`config.mk`:
```
export PLATFORM = sky130hd
export DESIGN_NAME = j1_io_uart_tx_flat
export DESIGN_NICKNAME = d
export VERILOG_FILES = /design/src/rtl/j1_io_uart_tx_if.sv /design/src/rtl/j1_io_uart_tx.sv /design/src/flat_wrapper.sv
export SDC_FILE = /design/constraint.sdc
export NUM_CORES = 1
export LEC_CHECK = 0
export ABC_AREA = 1
export CAP_MARGIN = 15
export CORE_MARGIN = 1
export CORE_UTILIZATION = 59
export DETAILED_ROUTE_END_ITERATION = 8
export GPL_TIMING_DRIVEN = 0
export PLACE_DENSITY = 0.81
export SYNTH_ARGS = -nofsm -noshare
export SYNTH_HDL_FRONTEND = slang
export SYNTH_SLANG_ARGS = --single-unit
```
`constraint.sdc`:
```
create_clock -name clk -period 3.1 [get_ports clk]
set_input_delay 0.465 -clock clk [delete_from_list [all_inputs] [get_ports clk]]
set_output_delay 0.465 -clock clk [all_outputs]
set_load 0.005 [all_outputs]
```
`src/rtl/j1_io_uart_tx_if.sv`:
```
// j1 CPU I/O bus as seen by a memory-mapped responder.
// The CPU drives strobes, address and write data; the responder returns registered read data.
interface j1_io_uart_tx_if #(
   parameter int WIDTH = 16
);
   logic             io_we;
   logic             io_re;
   logic [WIDTH-1:0] io_ptr;
   logic [WIDTH-1:0] io_wdata;
   logic [WIDTH-1:0] io_rdata;

   modport master (
      output io_we, io_re, io_ptr, io_wdata,
      input  io_rdata
   );

   modport slave (
      input  io_we, io_re, io_ptr, io_wdata,
      output io_rdata
   );
endinterface

```
`src/rtl/j1_io_uart_tx.sv`:
```
// Memory-mapped 8N1 UART transmitter on the j1 I/O bus: register window, byte FIFO, shifter.
// Read data is zero outside the window so several responders can be OR-combined.
//
//   state   | meaning
//   S_IDLE  | line high, waiting for a byte in the FIFO
//   S_START | start bit (line low) for one bit period
//   S_DATA  | eight data bits, LSB first
//   S_STOP  | stop bit (line high); chains straight into S_START if more bytes are queued
module j1_io_uart_tx #(
   parameter logic [15:0] BASE      = 16'hF000,
   parameter int          DEPTH     = 4,
   parameter logic [15:0] DIV_RESET = 16'd16,
   parameter int          WIDTH     = 16
) (
   input  logic                 clk,
   input  logic                 rst,
   j1_io_uart_tx_if.slave       io,
   output logic                 tx,
   output logic                 irq_empty
);

   localparam int PW = (DEPTH > 1) ? $clog2(DEPTH) : 1;
   localparam int CW = PW + 1;

   typedef enum logic [1:0] {S_IDLE, S_START, S_DATA, S_STOP} state_t;

   state_t           state_q, state_d;
   logic [15:0]      baud_q, baud_d;
   logic [15:0]      period_q, period_d;
   logic [15:0]      div_q, div_d;
   logic [2:0]       bit_q, bit_d;
   logic [7:0]       shift_q, shift_d;
   logic [7:0]       mem_q [DEPTH];
   logic [PW-1:0]    wr_ptr_q, wr_ptr_d;
   logic [PW-1:0]    rd_ptr_q, rd_ptr_d;
   logic [CW-1:0]    count_q, count_d;
   logic             ovf_q, ovf_d;
   logic [WIDTH-1:0] rdata_q, rdata_d;
   logic             tx_q, tx_d;
   logic             irq_q, irq_d;

   logic             pop, push, push_ok;
   logic             fifo_empty, fifo_full, busy, bit_end;
   logic             hit_data, hit_stat, hit_div;
   logic [7:0]       stat8;

   assign hit_data   = (io.io_ptr == WIDTH'(BASE));
   assign hit_stat   = (io.io_ptr == WIDTH'(BASE + 16'd1));
   assign hit_div    = (io.io_ptr == WIDTH'(BASE + 16'd2));

   assign fifo_empty = (count_q == '0);
   assign fifo_full  = (count_q == CW'(DEPTH));
   assign busy       = (state_q != S_IDLE) || !fifo_empty;
   assign stat8      = {4'(count_q), ovf_q, fifo_empty, fifo_full, busy};
   assign bit_end    = (baud_q == 16'd0);

   assign push       = io.io_we && hit_data;
   assign push_ok    = push && (!fifo_full || pop);

   assign tx          = tx_q;
   assign irq_empty   = irq_q;
   assign io.io_rdata = rdata_q;

   always_ff @(posedge clk or posedge rst) begin
      if (rst) begin
         state_q  <= S_IDLE;
         baud_q   <= 16'd0;
         period_q <= DIV_RESET;
         div_q    <= DIV_RESET;
         bit_q    <= 3'd0;
         shift_q  <= 8'd0;
         wr_ptr_q <= '0;
         rd_ptr_q <= '0;
         count_q  <= '0;
         ovf_q    <= 1'b0;
         rdata_q  <= '0;
         tx_q     <= 1'b1;
         irq_q    <= 1'b1;
      end else begin
         state_q  <= state_d;
         baud_q   <= baud_d;
         period_q <= period_d;
         div_q    <= div_d;
         bit_q    <= bit_d;
         shift_q  <= shift_d;
         wr_ptr_q <= wr_ptr_d;
         rd_ptr_q <= rd_ptr_d;
         count_q  <= count_d;
         ovf_q    <= ovf_d;
         rdata_q  <= rdata_d;
         tx_q     <= tx_d;
         irq_q    <= irq_d;
      end
   end

   // Storage needs no reset: the pointers define what is valid.
   always_ff @(posedge clk) begin
      if (push_ok) mem_q[wr_ptr_q] <= io.io_wdata[7:0];
   end

   // Each pop latches DIV so a divisor write only affects frames not yet started.
   always_comb begin
      state_d  = state_q;
      baud_d   = baud_q;
      period_d = period_q;
      bit_d    = bit_q;
      shift_d  = shift_q;
      pop      = 1'b0;
      case (state_q)
         S_IDLE: begin
            if (!fifo_empty) begin
               pop      = 1'b1;
               shift_d  = mem_q[rd_ptr_q];
               period_d = div_q;
               baud_d   = div_q - 16'd1;
               state_d  = S_START;
            end
         end
         S_START: begin
            if (bit_end) begin
               baud_d  = period_q - 16'd1;
               bit_d   = 3'd0;
               state_d = S_DATA;
            end else begin
               baud_d = baud_q - 16'd1;
            end
         end
         S_DATA: begin
            if (bit_end) begin
               baud_d  = period_q - 16'd1;
               shift_d = {1'b0, shift_q[7:1]};
               if (bit_q == 3'd7) state_d = S_STOP;
               else               bit_d   = bit_q + 3'd1;
            end else begin
               baud_d = baud_q - 16'd1;
            end
         end
         S_STOP: begin
            if (bit_end) begin
               if (!fifo_empty) begin
                  pop      = 1'b1;
                  shift_d  = mem_q[rd_ptr_q];
                  period_d = div_q;
                  baud_d   = div_q - 16'd1;
                  state_d  = S_START;
               end else begin
                  state_d = S_IDLE;
               end
            end else begin
               baud_d = baud_q - 16'd1;
            end
         end
         default: state_d = S_IDLE;
      endcase
   end

   always_comb begin
      tx_d = 1'b1;
      case (state_d)
         S_START: tx_d = 1'b0;
         S_DATA:  tx_d = shift_d[0];
         default: tx_d = 1'b1;
      endcase
      irq_d = (count_d == '0) && (state_d == S_IDLE);
   end

   // Register file; reads use the pre-write register values.
   always_comb begin
      wr_ptr_d = wr_ptr_q;
      rd_ptr_d = rd_ptr_q;
      ovf_d    = ovf_q;
      div_d    = div_q;
      rdata_d  = '0;
      if (push_ok) wr_ptr_d = wr_ptr_q + PW'(1);
      if (pop)     rd_ptr_d = rd_ptr_q + PW'(1);
      count_d = count_q + CW'(push_ok) - CW'(pop);
      if (push && fifo_full && !pop) ovf_d = 1'b1;
      else if (io.io_we && hit_stat && io.io_wdata[3]) ovf_d = 1'b0;
      if (io.io_we && hit_div)
         div_d = (io.io_wdata[15:0] == 16'd0) ? 16'd1 : io.io_wdata[15:0];
      if (io.io_re) begin
         if (hit_stat)     rdata_d = WIDTH'(stat8);
         else if (hit_div) rdata_d = WIDTH'(div_q);
      end
   end

endmodule

```
`src/flat_wrapper.sv`:
```
// flat-port wrapper written by rule: the top's interface ports become plain ports
module j1_io_uart_tx_flat 
#(
   parameter logic [15:0] BASE      = 16'hF000,
   parameter int          DEPTH     = 4,
   parameter logic [15:0] DIV_RESET = 16'd16,
   parameter int          WIDTH     = 16
)
  (clk, rst, tx, irq_empty, io_io_we, io_io_re, io_io_ptr, io_io_wdata, io_io_rdata);
  j1_io_uart_tx_if #(.WIDTH(WIDTH)) io_i ();
  input  logic clk;
  input  logic rst;
  output logic tx;
  output logic irq_empty;
  input wire logic [$bits(io_i.io_we)-1:0] io_io_we;
  input wire logic [$bits(io_i.io_re)-1:0] io_io_re;
  input wire logic [$bits(io_i.io_ptr)-1:0] io_io_ptr;
  input wire logic [$bits(io_i.io_wdata)-1:0] io_io_wdata;
  output wire logic [$bits(io_i.io_rdata)-1:0] io_io_rdata;
  assign io_i.io_we = io_io_we;
  assign io_i.io_re = io_io_re;
  assign io_i.io_ptr = io_io_ptr;
  assign io_i.io_wdata = io_io_wdata;
  assign io_io_rdata = io_i.io_rdata;
  j1_io_uart_tx #(.BASE(BASE), .DEPTH(DEPTH), .DIV_RESET(DIV_RESET), .WIDTH(WIDTH)) u_core (.clk(clk), .rst(rst), .io(io_i), .tx(tx), .irq_empty(irq_empty));
endmodule
```
======== Word level (Yosys, flattened, before mapping) ========
Memories as Yosys holds them, arrays and structs flattened.
Cells that the tools add are included.
word-level totals
  bits in registers ....................... 87
  bits in writable memories ............... 32
  input bits .............................. 36
  word-level logic and storage cells ...... 99
  memories ................................ 1
operators by class
  $add $sub $neg .......................... 8
  equality and inequality tests ........... 14
  mux-type cells .......................... 34
  reductions and logical operators ........ 28
memories
  memory        depth  width  read ports  clocked after memory_dff  write ports  RTL line             text
  u_core.mem_q  4      8      1           0                         1            j1_io_uart_tx.sv:33  logic [7:0] mem_q [DEPTH];
operators with widths
  kind                                                                   count
  16-bit two-way mux                                                     9
  16-bit == test (second input constant)                                 3
  16-bit case mux with 3 select lines                                    1
  16-bit by 1-bit subtractor with 16-bit output (second input constant)  3
  16-bit zero test                                                       2
  16-bit case mux with 2 select lines                                    1
  8-bit two-way mux                                                      3
  8-bit case mux with 3 select lines                                     1
  2-bit two-way mux                                                      5
  3-bit two-way mux                                                      3
  1-bit logical AND                                                      8
  2-bit case mux with 4 select lines                                     1
  2-bit nonzero test                                                     4
  1-bit two-way mux                                                      7
  2-bit == test (second input constant)                                  3
  3-bit == test (second input constant)                                  2
  3-bit zero test                                                        2
  2-bit by 1-bit != test with 1-bit output (second input constant)       3
  3-bit case mux with 2 select lines                                     1
  2-bit by 1-bit adder with 2-bit output (second input constant)         2
  2-bit by 1-bit == test with 1-bit output (second input constant)       2
  2-bit zero test                                                        2
  1-bit case mux with 2 select lines                                     2
  4-bit AND reduction                                                    1
  other kinds (10)                                                       13

======== Logic depth before layout (Yosys ltp) ========
Gate-level depths: netlist of run 1.
  word-level depth ........................ 10
  gate-level depth with buffers ........... 15

======== Least setup slack after synthesis of run 1 ========
OpenSTA, ideal clock, no wires.
  path kind ............................... register -> register
  start point ............................. register u_core.baud_q[0]
  end point ............................... register u_core.irq_q, in the netlist u_core.irq_empty
  arrival time ............................ 2.447 ns
  setup slack ............................. 0.571 ns
  cell stages (with the launch flop) ...... 15
  path buffers ............................ 0
  path through ............................ dfrtp_1 > inv_1 > ha_1 > nand3_2 > nor2_2 > nand2_4 > o21ai_4 > nand2_4 > or2_1 > nand2_1 > ha_1 > fa_1 > nor2_1 > nand2_1 > nor3_1
between the ends
  longest elaborated chain between the ends .. 9
  elaborated cells between the ends (all ways) .. 14
RTL lines
  item                                           RTL line              text
  from (decl)                                    j1_io_uart_tx.sv:28   logic [15:0] baud_q, baud_d;
  from (signal assigned)                         j1_io_uart_tx.sv:81   baud_q <= baud_d;
  16-bit zero test *                             j1_io_uart_tx.sv:55   assign bit_end = (baud_q == 16'd0);
  1-bit two-way mux *                            j1_io_uart_tx.sv:139  if (bit_end) begin
  1-bit case mux with 2 select lines *           j1_io_uart_tx.sv:109  case (state_q)
  1-bit logical OR                               j1_io_uart_tx.sv:58   assign push_ok = push && (!fifo_full || pop);
  1-bit logical AND                              j1_io_uart_tx.sv:58
  3-bit by 1-bit adder with 3-bit output         j1_io_uart_tx.sv:176  count_d = count_q + CW'(push_ok) - CW'(pop);
  3-bit by 1-bit subtractor with 3-bit output *  j1_io_uart_tx.sv:176
  via u_core.count_d[1]                          j1_io_uart_tx.sv:36   logic [CW-1:0] count_q, count_d;
  3-bit zero test *                              j1_io_uart_tx.sv:164  irq_d = (count_d == '0) && (state_d == S_IDLE);
  1-bit logical AND *                            j1_io_uart_tx.sv:164
  via u_core.irq_d                               j1_io_uart_tx.sv:40   logic irq_q, irq_d;
  to (signal assigned)                           j1_io_uart_tx.sv:92   irq_q <= irq_d;
  to (decl)                                      j1_io_uart_tx.sv:40
The timed path passes the listed nets; every way through them passes the cells marked *.
A chain may end at the register's enable or synchronous reset.

======== Final worst setup path of run 1 ========
Same ends and word-level chain as after synthesis.

==> results.md, run 1 <==
* Multi-input logic area at between 0.002 and 0.003 mm^2
* DIE HEIGHT at around 110 um
* Proportion of layout cells with a drive suffix above 1 at 8.72%
* Number of top-level pins at between 50 and 60
* Die outline area at between 0.01 and 0.015 mm^2
* Number of inserted diodes at 0
* Cell count after synthesis at between 800 and 900
* Instance count on the critical path at 14
* Post-DP HPWL at roughly 12000 um
* Layout overhead on the synthesized area at 20.8%
* Critical path cell sequence: inv_2, ha_1, nand3_2, nor2_2, nand2_4, o21ai_4, nand2_4, or2_1, nand2_1, ha_1, fa_1, nor2_1, nand2_1, nor3_2
* Wirelength per Cell at 16.2 um
* Via total after detailed routing at a little under 6000
* Remaining DRCs at 0
* Worst reg-to-reg path cell count at 14
* Sw Pwr at roughly 810 uW
* Worst slew margin relative to its limit at slightly below 50%
* Synthesized flop and latch total at between 100 and 150
* Final max-slew violation count at 0
* PnR Total Power at between 3 and 4 mW
* Number of DRC markers in iteration 0 at about 470
* Type of the setup path with the least slack: register to register
* Cell area after synthesis at about 0.0065 mm^2
* Worst Tran Pin Value at 0.760 ns
* Detail Route Antenna Nets at 0
* TritonRoute pass-1 iters at 5
* Share of Yosys cell area claimed by the top area cell type at about a third
* Beginning of the critical path: u_core.baud_q[0]
* Max stage delay cell, worst path: sky130_fd_sc_hd__fa_1
* Proportion of register bits with asynchronous set or reset after synthesis at 73.1%
* Average instance area after synthesis at ~8 um^2
* GP Congestion at roughly 0.93
* Sequential group share of total power at between 40 and 50%
* Endpoint of the lowest-slack register-to-register path: u_core.irq_empty
* Remaining global-route overflow at 0
* Startpoint type of the worst setup path: register
* Internal Dissipation at roughly 2.9 mW
* Element type at the critical path end: register
* Final critical-path share of the clock period at between 90% and 100%
* Main area contributors after synthesis: sky130_fd_sc_hd__dfrtp_1, sky130_fd_sc_hd__edfxtp_1, sky130_fd_sc_hd__nand2_1
* Run status: finished, final reports clean
* Synth warnings at 0
* Most used cells in the layout excluding fill and tap cells: sky130_fd_sc_hd__nand2_1, sky130_fd_sc_hd__inv_1, sky130_fd_sc_hd__dfrtp_1, sky130_fd_sc_hd__o21ai_0, sky130_fd_sc_hd__nor2_1
* Worst-case register-to-register setup slack at roughly 0.24 ns
* Max Clk Rate at 350 MHz
* Critical Path End: u_core.irq_empty
* Commonest non-fill, non-tap cell in the layout: sky130_fd_sc_hd__nand2_1
* CTS sink cnt at about 120
* Rows at 38
* Largest buffer count on any clock path at 2
* TritonCTS Buffers at 17
* Min Clock Period, post-route at roughly 2.9 ns
* Count of H-tree levels built during CTS at 4
* Fill count at between 700 and 800
* Cell type contributing the most total cell area after synthesis: sky130_fd_sc_hd__dfrtp_1
* Final setup skew at around 0.0063 ns
* Power per cell area at approximately 470 mW/mm^2
* Count of cell types in the netlist at 41
* Largest net degree at the start of global routing at 49
* Total Negative Setup Slacks at 0 ns
* Clock tree from TritonCTS: yes
* EDFF count, synth at 32
* Number of hold buffers added after CTS at 0
* Reg-to-reg startpoint: u_core.baud_q[0]
* Post-Syn Nets at 870
* Count of endpoints failing setup in the final report at 0
* Worst setup timing slack at the placement stage at ~0.15 ns
* Clk Tree Root Cell: sky130_fd_sc_hd__clkbuf_8
* Worst path required time at approximately 3.6 ns
* Clock transition at the register clock pins on the worst setup and hold paths after CTS at about 0.060 ns
* Max-capacitance violation count at 0
* Cell class contributing the biggest share of worst-path delay: simple AND/OR/NAND/NOR gates
* Reported leakage power at between 3 and 4 nW
* Smallest setup slack after layout at roughly 0.24 ns
* Unrepaired setup endpoints after global routing: false
* Overall routed net length at 16900 um
* Global-route wire length before repair at around 28000 um
* Global routing usage summed across all routing layers at about a third
* Crit Path Max Fanout at 10
* Arrival time worst endpoint at ~3.3 ns
* Core ar. at 0.0108 mm^2
* Switching power share of the total at ~22%
* Primary FF master, synth: sky130_fd_sc_hd__dfrtp_1
* Routed vias/inst at between 5 and 6
* Sequential fraction of the synthesis area at 48.2%
* Maximum single-stage delay on the critical path at between 0.4 and 0.5 ns
* Worst path bufs/invs at 1
* Highest ir drop seen on vdd at 371 uV
* Initial antenna violation count at 0
* Number of global-route vias before repair at ~5700
* Power share of the combinational group at 2.9%
* Number of port buffers at 53
* Hold violation count in the final report at 0
* Effective utilization at floorplan at about three fifths
* Clock Latency Late Sink at approximately 0.53 ns
* Final design utilization at 72.9%
* Sequential Area at about 0.0031 mm^2
* Final net count at 946
* Die W at 107 um
* Class of the tightest hold or removal check: input port to async pin
* Clock network fraction of total power at 53.5%
-- power by group through the flow --
stage                     registers (mW)  clock network (mW)  logic (mW)
after global routing                1.62                2.05       0.118
after floorplan                     1.65                   0      0.0365
final                               1.62                1.98       0.106
after global placement              1.65                   0      0.0980
after CTS                           1.62                1.98       0.107
after detailed placement            1.65                   0       0.107
-- synth_stat cells, types with 2 or more instances --
cell,instances
sky130_fd_sc_hd__o211ai_1,5
sky130_fd_sc_hd__nor2_2,10
sky130_fd_sc_hd__nor2_1,73
sky130_fd_sc_hd__ha_1,16
sky130_fd_sc_hd__edfxtp_1,32
sky130_fd_sc_hd__nor3_1,18
sky130_fd_sc_hd__or2_2,3
sky130_fd_sc_hd__nor4_1,3
sky130_fd_sc_hd__nand2_2,3
sky130_fd_sc_hd__nor2_4,2
sky130_fd_sc_hd__nand2_4,3
sky130_fd_sc_hd__a21oi_1,21
sky130_fd_sc_hd__nand3_1,66
sky130_fd_sc_hd__o22ai_1,8
sky130_fd_sc_hd__nand4_1,11
sky130_fd_sc_hd__o21ai_1,7
sky130_fd_sc_hd__inv_2,2
sky130_fd_sc_hd__dfrtp_1,83
sky130_fd_sc_hd__o21ai_2,2
sky130_fd_sc_hd__xor2_1,19
sky130_fd_sc_hd__nand2_1,224
sky130_fd_sc_hd__xnor2_1,4
sky130_fd_sc_hd__dfstp_2,4
sky130_fd_sc_hd__clkinv_1,4
sky130_fd_sc_hd__clkbuf_1,6
sky130_fd_sc_hd__o21ai_4,2
sky130_fd_sc_hd__buf_2,9
sky130_fd_sc_hd__inv_1,92
sky130_fd_sc_hd__o21ai_0,73
-- sequential cells by signal, summed over array words and instances (netlist names) --
| name | count |
|---|---|
| u_core.wr_ptr_q | 2 |
| u_core.rd_ptr_q | 2 |
| u_core.shift_q | 8 |
| u_core.bit_q | 3 |
| u_core.div_q | 16 |
| u_core.irq_empty | 1 |
| u_core.io.io_rdata | 16 |
| u_core.tx | 1 |
| u_core.state_q | 2 |
| u_core.ovf_q | 1 |
| u_core.baud_q | 16 |
| u_core.count_q | 3 |
| u_core.mem_q | 32 |
| u_core.period_q | 16 |
-- cell families after synthesis --
group | share of synthesized area [%]
buffers and inverters | 6.68
adder cells (fa/ha/maj) | 3.38
AO/OA/AOI/OAI | 10.8
flip-flops | 48.2
multiplexers | 0.173
AND/OR/NAND/NOR | 27.7
XOR/XNOR | 3.09
-- worst min path at each step --
| stage | start | end | cells past startpoint |
|---|---|---|---|
| 5_1_grt | rst | u_core.io.io_rdata[11] | 2 |
| 3_5_place_dp | u_core.bit_q[2] | u_core.bit_q[2] | 2 |
| 2_1_floorplan | u_core.shift_q[0] | u_core.shift_q[0] | 2 |
| 4_1_cts | rst | u_core.div_q[12] | 2 |
| 3_3_place_gp | u_core.bit_q[2] | u_core.bit_q[2] | 2 |
| 6_report | rst | u_core.div_q[12] | 2 |
-- per-stage QoR --
step                      area, um^2  hold slack [ns]  cells
after floorplan                 6520            0.445    817
after global placement          7220            0.462   1010
after detailed placement        7250            0.469   1011
after global routing            7870            0.411   1046
final                           7870            0.339   1046
after CTS                       7840            0.354   1043
-- routing by layer --
metal	global-route usage (%)	vias up	wire, um
met2	52.6	258	8260
met5	0	-	0
met4	11.3	0	296
met1	41.0	2800	7280
met3	5.71	30	1090
li1	-	2835	-
-- area by class of cell --
cell class,count,area share [%]
well taps,140,2.23
inverters,98,4.71
repair buffers,57,7.38
clock inverters,14,2.23
flip-flops and latches,119,39.9
plain buffers,15,0.858
clock buffers,18,5.31
multi-input cells,585,37.4
-- timing repair --
item | in CTS | in global routing
setup buffers | 0 | 3
setup endpoints to repair | 0 | 1
gates resized for setup | 0 | 2
(Power assumes the default switching activity.)
==> run 2, diff against run 1 <==
--- a/config.mk
+++ b/config.mk
@@ -6,7 +6,7 @@
 export NUM_CORES = 1
 export LEC_CHECK = 0
 export ABC_AREA = 1
-export CAP_MARGIN = 15
+export CAP_MARGIN = 20
 export CORE_MARGIN = 1
 export CORE_UTILIZATION = 59
 export DETAILED_ROUTE_END_ITERATION = 8
==> results of run 2 <==
Final layout, timing and power as in run 1 (identical DEF).
